## src/rtl/serial_pkg.sv

```systemverilog
// Shared constants and state type for the serial transmit shifter.
package serial_pkg;

    localparam int WIDTH_DEF = 8;

    typedef enum logic {
        IDLE  = 1'b0,
        SHIFT = 1'b1
    } state_t;

endpackage

```

## src/rtl/serial_tx_shifter.sv

```systemverilog
// Parallel-to-serial shifter with a one-word hold buffer; first bit one cycle after acceptance.
// Backpressure: load_ready drops only while the hold buffer is occupied; frames run back-to-back.
module serial_tx_shifter
    import serial_pkg::*;
#(
    parameter int WIDTH = WIDTH_DEF
) (
    input  logic             clk,
    input  logic             reset,
    input  logic [WIDTH-1:0] parallel_in,
    input  logic             load_valid,
    output logic             load_ready,
    input  logic             msb_first,
    output logic             serial_out,
    output logic             serial_valid,
    output logic             frame_done,
    output logic             busy
);

    localparam int CW = (WIDTH > 1) ? $clog2(WIDTH) : 1;
    localparam logic [CW-1:0] LAST = CW'(WIDTH - 1);

    state_t           state_q, state_d;
    logic [CW-1:0]    cnt_q, cnt_d;
    logic [WIDTH-1:0] shreg_q, shreg_d;
    logic             shmsb_q, shmsb_d;
    logic [WIDTH-1:0] hold_q, hold_d;
    logic             hold_msb_q, hold_msb_d;
    logic             hold_full_q, hold_full_d;

    logic          accept;
    logic          free;
    logic [CW-1:0] bit_idx;

    assign load_ready = ~hold_full_q;
    assign accept     = load_valid & ~hold_full_q;
    assign free       = (state_q == IDLE) || (cnt_q == LAST);

    always_comb begin
        state_d     = state_q;
        cnt_d       = cnt_q;
        shreg_d     = shreg_q;
        shmsb_d     = shmsb_q;
        hold_d      = hold_q;
        hold_msb_d  = hold_msb_q;
        hold_full_d = hold_full_q;

        if (free) begin
            // A held word always has priority; an accept cannot coincide with a full hold buffer.
            if (hold_full_q) begin
                shreg_d     = hold_q;
                shmsb_d     = hold_msb_q;
                state_d     = SHIFT;
                cnt_d       = '0;
                hold_full_d = 1'b0;
            end else if (accept) begin
                shreg_d = parallel_in;
                shmsb_d = msb_first;
                state_d = SHIFT;
                cnt_d   = '0;
            end else begin
                state_d = IDLE;
                cnt_d   = '0;
            end
        end else begin
            cnt_d = cnt_q + 1'b1;
            if (accept) begin
                hold_d      = parallel_in;
                hold_msb_d  = msb_first;
                hold_full_d = 1'b1;
            end
        end
    end

    always_ff @(posedge clk or negedge reset) begin
        if (!reset) begin
            state_q     <= IDLE;
            cnt_q       <= '0;
            shreg_q     <= '0;
            shmsb_q     <= 1'b0;
            hold_q      <= '0;
            hold_msb_q  <= 1'b0;
            hold_full_q <= 1'b0;
        end else begin
            state_q     <= state_d;
            cnt_q       <= cnt_d;
            shreg_q     <= shreg_d;
            shmsb_q     <= shmsb_d;
            hold_q      <= hold_d;
            hold_msb_q  <= hold_msb_d;
            hold_full_q <= hold_full_d;
        end
    end

    // Outputs decode straight from state so an async reset clears them at once.
    assign bit_idx      = shmsb_q ? (LAST - cnt_q) : cnt_q;
    assign serial_valid = (state_q == SHIFT);
    assign serial_out   = (state_q == SHIFT) ? shreg_q[bit_idx] : 1'b0;
    assign frame_done   = (state_q == SHIFT) && (cnt_q == LAST);
    assign busy         = (state_q == SHIFT) || hold_full_q;

endmodule

```

## config.mk

```make
export PLATFORM = sky130hd
export DESIGN_NAME = serial_tx_shifter
export DESIGN_NICKNAME = d
export VERILOG_FILES = /design/src/rtl/serial_pkg.sv /design/src/rtl/serial_tx_shifter.sv
export SDC_FILE = /design/constraint.sdc
export NUM_CORES = 1
export LEC_CHECK = 0
export ABC_AREA = 0
export BUFFER_PORTS_ARGS = -buffer_cell sky130_fd_sc_hd__buf_2
export CORE_UTILIZATION = 51
export CTS_CLUSTER_SIZE = 16
export DETAILED_ROUTE_END_ITERATION = 8
export PLACE_DENSITY = 0.84
export SYNTH_ARGS = -nofsm -noshare
export SYNTH_HDL_FRONTEND = slang
export SYNTH_SLANG_ARGS = --single-unit
```

## constraint.sdc

```tcl
create_clock -name clk -period 2.3 [get_ports clk]
set_clock_uncertainty 0.05 [all_clocks]
set_input_delay 0.23 -clock clk [delete_from_list [all_inputs] [get_ports clk]]
set_output_delay 0.23 -clock clk [all_outputs]
set_load 0.005 [all_outputs]
```

Word-level counts from Yosys, hierarchy flattened. Cells that the tools add are included.

$add $sub $neg: 2. $lt $le $gt $ge: 1. Equality and inequality tests: 1. Multiplexer cells: 13. Bitwise gates (word level): 4. Reductions and logical operators: 7.

Operators by type and width (number): 8-bit 2-to-1 mux (2); 1-bit 2-to-1 mux (8); 3-bit 2-to-1 mux (2); 3-bit by 4-bit less-than comparator with 1-bit output (second input constant) (1); 2-bit AND reduction (2); 2-bit nonzero test (2); 3-bit by 1-bit adder with 3-bit output (second input constant) (1); 1-bit binary-select mux with 3-bit select (1); 3-bit == test (second input constant) (1); 1-bit inverter (3); 3-bit subtractor (first input constant) (1); 1-bit logical OR (2); 1-bit AND (1); 1-bit logical AND (1).

Register bits after elaboration: 23. Input port bits: 12. Output and inout bits: 5. Word-level logic and storage cells: 35.

Depth between registers and ports, before layout.
Word-level depth: 5. Depth in mapped cells: 7.

Worst setup path after synthesis. Ideal clock, no wire load.

Path type: reg-to-reg. Start point: register cnt_q[0]. End point: register hold_msb_q. Library setup time: 125 ps. Arrival: 1553 ps. Required time: 2125 ps. Slack: 572 ps. Stages on the path, launching flop included: 7. Buffers on the path: 1. Clock period less this slack: 1728 ps. Path through: dfrtp_1 ha_1 ha_1 nor2b_4 and3_1 buf_4 mux2_2.

Longest elaborated chain between the ends: 4.

RTL lines: start: declaration (RTL line serial_tx_shifter.sv:24) `logic [CW-1:0] cnt_q, cnt_d;`; start signal: assignment (RTL line serial_tx_shifter.sv:86) `cnt_q <= cnt_d;`; 3-bit == test (RTL line serial_tx_shifter.sv:37) `assign free = (state_q == IDLE) || (cnt_q == LAST);`; 1-bit logical OR (RTL line serial_tx_shifter.sv:37); 1-bit inverter (no source line); 2-bit AND reduction (no source line); end signal: assignment (RTL line serial_tx_shifter.sv:90) `hold_msb_q <= hold_msb_d;`; end: declaration (RTL line serial_tx_shifter.sv:28) `logic hold_msb_q, hold_msb_d;`.

Every way passes these cells. A chain may end at the register's enable or synchronous reset.

Worst setup path after layout.
Start point: register cnt_q[1]. End point: output serial_out.

Longest elaborated chain between the ends: 5.

RTL lines: 3-bit subtractor (RTL line serial_tx_shifter.sv:96) `assign bit_idx = shmsb_q ? (LAST - cnt_q) : cnt_q;`; 3-bit 2-to-1 mux * (RTL line serial_tx_shifter.sv:96); 1-bit binary-select mux with 3-bit select * (RTL line serial_tx_shifter.sv:98) `assign serial_out = (state_q == SHIFT) ? shreg_q[bit_idx] : 1'b0;`; 1-bit 2-to-1 mux (not written as such) * (RTL line serial_tx_shifter.sv:98); 1-bit 2-to-1 mux * (RTL line serial_tx_shifter.sv:98); end: declaration (RTL line serial_tx_shifter.sv:14) `output logic serial_out,`.

Mark *: on every way between the ends. The rest lies on a longest branch, timed or not. The select of a mux whose other input is x is not followed.

==> out/summary.json <==
{
  "dp_worst_setup_slack": {"value": 305, "unit": "ps"},
  "crit_path_max_fanout": {"value": 6},
  "cts_buf_count": {"value": 3},
  "finalWorstPathRequiredPeriod": {"value": 2050, "unit": "ps"},
  "routed_wirelength": {"value": 1.85, "unit": "mm"},
  "seqCellArea": {"value": 576, "unit": "um^2"},
  "layout.filler_cells": {"value": 168},
  "setup.worst_path.end_class": {"value": "primary output"},
  "seqPwrFrac": {"value": 46.8, "unit": "%"},
  "max-slew-margin-rel": {"value": 58.3, "unit": "%"},
  "starting_utilization_of_the_core_area": {"value": 55.4, "unit": "%"},
  "synth-edff-count": {"value": 0},
  "post_cts_setup_buffers": {"value": 0},
  "final_layout_size_suffix_gt1_share": {"value": 31.8, "unit": "%"},
  "grt_antenna_before_repair": {"value": 0},
  "drt_iter0_drc": {"value": 16},
  "grtUsageTotal": {"value": 19.0, "unit": "%"},
  "place_congestion": {"value": 0.758},
  "postSynth.topFlopCell": {"value": "sky130_fd_sc_hd__dfrtp_1"},
  "detail_route.vias_per_cell": {"value": 5.56},
  "cts_root_buf": {"value": "sky130_fd_sc_hd__clkbuf_4"},
  "fin_ws": {"value": 253, "unit": "ps"},
  "synth_area_per_cell": {"value": 12.1, "unit": "um^2"},
  "synthToLayoutAreaGrowth": {"value": 11.7, "unit": "%"},
  "status": {"value": "complete, no violations"},
  "asyncSetResetFlopFracSynth": {"value": 100, "unit": "%"},
  "grt_pass1_vias": {"value": 751},
  "static-leakage-power": {"value": 0.000599, "unit": "uW"},
  "cp_data_required_time": {"value": 2020, "unit": "ps"},
  "synth.most_common_cell": {"value": "sky130_fd_sc_hd__dfrtp_1"},
  "grt-ovfl-total": {"value": 0},
  "wire_length_of_the_first_global_routing_pass": {"value": 3.35, "unit": "mm"},
  "layout_worst_path_cycle_share": {"value": 89.0, "unit": "%"},
  "clk_pin_slew_worst_paths": {"value": 120, "unit": "ps"},
  "multiInputGateArea": {"value": 498, "unit": "um^2"},
  "area_leader_netlist": {"value": "sky130_fd_sc_hd__dfrtp_1"},
  "detail_route.first_pass.iterations": {"value": 4},
  "residual_antenna_violating_net_count_after_detailed_routing": {"value": 0},
  "internal_portion_of_total_power": {"value": 1050, "unit": "uW"},
  "netlist_instances": {"value": 92},
  "power.combinational.fraction": {"value": 42.0, "unit": "%"},
  "path_class": {"value": "flip-flop to primary output"},
  "cp-start-kind": {"value": "flip-flop"},
  "detailedPlacementHpwl": {"value": 1.41, "unit": "mm"},
  "clock_insertion_delay_worst_skew": {"value": 310, "unit": "ps"},
  "dieWidth": {"value": 48.7, "unit": "um"},
  "io-pin-count": {"value": 17},
  "cts_hold_repair.buffers": {"value": 1},
  "irDropWorstVdd": {"value": 0.583, "unit": "mV"},
  "area_share_of_the_largest_cell_type_after_synthesis": {"value": 51.9, "unit": "%"},
  "clkSinkCount": {"value": 23},
  "port_buffers": {"value": 16},
  "worst-slew-pin-transition": {"value": 626, "unit": "ps"},
  "timing.fmax": {"value": 489, "unit": "MHz"},
  "remaining_routing_drc_violations": {"value": 0},
  "num_vias": {"value": 762},
  "finalNonFillerCells": {"value": 137},
  "die_h": {"value": 48.7, "unit": "um"},
  "post_synth_net_total": {"value": 106},
  "core": {"value": 2000, "unit": "um^2"},
  "htree_num_levels": {"value": 1},
  "antennaDiodeCount": {"value": 0},
  "synth.top_cells.by_area": {"value": "sky130_fd_sc_hd__dfrtp_1, sky130_fd_sc_hd__mux2i_1, sky130_fd_sc_hd__mux2_2"},
  "seq_area_frac_synth": {"value": 51.9, "unit": "%"},
  "grt_setup_unrepaired": {"value": "false"},
  "post-place-cells": {"value": 132},
  "maximum_number_of_pins_on_one_net_before_global_route_repair": {"value": 24},
  "final-hold-violation-count": {"value": 0},
  "finalNetCount": {"value": 125},
  "pwr-share-clk": {"value": 11.2, "unit": "%"},
  "fp-row-count": {"value": 16},
  "finish.utilization": {"value": 61.9, "unit": "%"},
  "post-layout-total-power": {"value": 1640, "unit": "uW"},
  "setup_violations": {"value": 0},
  "worst_hold_path_type": {"value": "primary input to flip-flop"},
  "yosys.cell_types.count": {"value": 23},
  "cts_max_path_buffers": {"value": 2},
  "floorplan.die_area": {"value": 2370, "unit": "um^2"},
  "timing.critical_path.arrival": {"value": 1770, "unit": "ps"},
  "cts_repair_resize_count": {"value": 0},
  "max_cap_violations": {"value": 0},
  "cts_tree": {"value": "built"},
  "synth_seq_cells": {"value": 23},
  "fin_setup_tns": {"value": 0, "unit": "ps"},
  "post_synth_most_frequent_cells": {"value": "sky130_fd_sc_hd__dfrtp_1, sky130_fd_sc_hd__mux2i_1, sky130_fd_sc_hd__nor2_1"},
  "power_density": {"value": 1330, "unit": "nW/um^2"},
  "power_switching_share": {"value": 36.0, "unit": "%"},
  "synth.cell_area": {"value": 1110, "unit": "um^2"},
  "route.detailed.wl_per_inst": {"value": 13.5, "unit": "um"},
  "total_switching_power": {"value": 592, "unit": "uW"},
  "slew_viol_final": {"value": 0},
  "yosysWarningCount": {"value": 0}
}
==> power by group through the flow <==
stage,clock (uW),combinational [uW],sequential (uW)
2_1_floorplan,0,593,710
3_3_place_gp,0,661,764
3_5_place_dp,0,698,781
4_1_cts,192,703,771
5_1_grt,208,781,803
6_report,184,690,770
==> cells in the final DEF (no fill, tap or decap) <==
cell and n:
sky130_fd_sc_hd__a21boi_1 1, sky130_fd_sc_hd__a21oi_1 9, sky130_fd_sc_hd__a31oi_1 1, sky130_fd_sc_hd__and2_1 3
sky130_fd_sc_hd__and3_1 1, sky130_fd_sc_hd__buf_2 16, sky130_fd_sc_hd__buf_4 1, sky130_fd_sc_hd__clkbuf_4 3
sky130_fd_sc_hd__clkinv_2 1, sky130_fd_sc_hd__dfrtp_1 23, sky130_fd_sc_hd__dlygate4sd3_1 1, sky130_fd_sc_hd__ha_1 2
sky130_fd_sc_hd__inv_1 2, sky130_fd_sc_hd__mux2_2 9, sky130_fd_sc_hd__mux2i_1 13, sky130_fd_sc_hd__mux4_2 2
sky130_fd_sc_hd__nand2_1 1, sky130_fd_sc_hd__nand2b_1 1, sky130_fd_sc_hd__nand3_1 3, sky130_fd_sc_hd__nor2_1 12
sky130_fd_sc_hd__nor2_2 1, sky130_fd_sc_hd__nor2b_4 1, sky130_fd_sc_hd__o2111ai_1 1, sky130_fd_sc_hd__o211ai_1 1
sky130_fd_sc_hd__or2_2 1
==> through the flow <==
step / hold WS, ps / instance area [um^2]
after CTS: 94.2 / 1240
after global placement: 172 / 1200
after detailed placement: 171 / 1200
after floorplan: -116 / 1110
final: 106 / 1240
after global routing: 92.2 / 1240
==> routing by layer <==
| layer | part of all wire (%) | global-route usage (%) | up-vias |
|---|---|---|---|
| met4 | 2.2 | 10.3 | 0 |
| met2 | 50 | 32.4 | 15 |
| met5 | 0 | 0 | - |
| met3 | 2.3 | 3.14 | 4 |
| li1 | - | - | 359 |
| met1 | 45 | 22.8 | 384 |
==> flip-flops by register name, indices dropped and copies added, names as in the netlist <==
signal,count
cnt_q,3
hold_full_q,1
hold_msb_q,1
hold_q,8
serial_valid,1
shmsb_q,1
shreg_q,8
==> worst paths after layout <==
path                           startpoint           end  slack, ps  cells past startpoint
max                              cnt_q[1]    serial_out        250                      5
min                        parallel_in[2]     hold_q[2]        110                      2
max reg2reg                      cnt_q[0]     hold_q[1]        310                      5
min reg2reg                     hold_q[2]     hold_q[2]        470                      1
max in group asynchronous           reset     hold_q[1]       1520                      2
min in group asynchronous           reset  serial_valid        350                      2
==> worst max-delay path: stages (launching register included) <==
cell                        delay, ps
sky130_fd_sc_hd__dfrtp_1          380
sky130_fd_sc_hd__buf_4            180
sky130_fd_sc_hd__mux4_2           510
sky130_fd_sc_hd__o2111ai_1        180
sky130_fd_sc_hd__a21boi_1          80
sky130_fd_sc_hd__buf_2            130
==> cell type report <==
type	count	area share [%]
inverters	2	0.605
multi-input cells	63	40.2
flip-flops and latches	23	46.4
clock inverters	1	0.404
clock buffers	3	1.82
repair buffers	18	7.87
well taps	27	2.72
==> logic make-up after synthesis <==
group | count (synthesis) | synth area share [%]
flops | 23 | 51.9
fa+ha+maj | 2 | 2.25
compound gates | 13 | 6.77
simple gates | 24 | 10.9
buf+inv | 6 | 3.27
mux | 24 | 24.9
No activity file was read; power rests on OpenSTA's default activity.
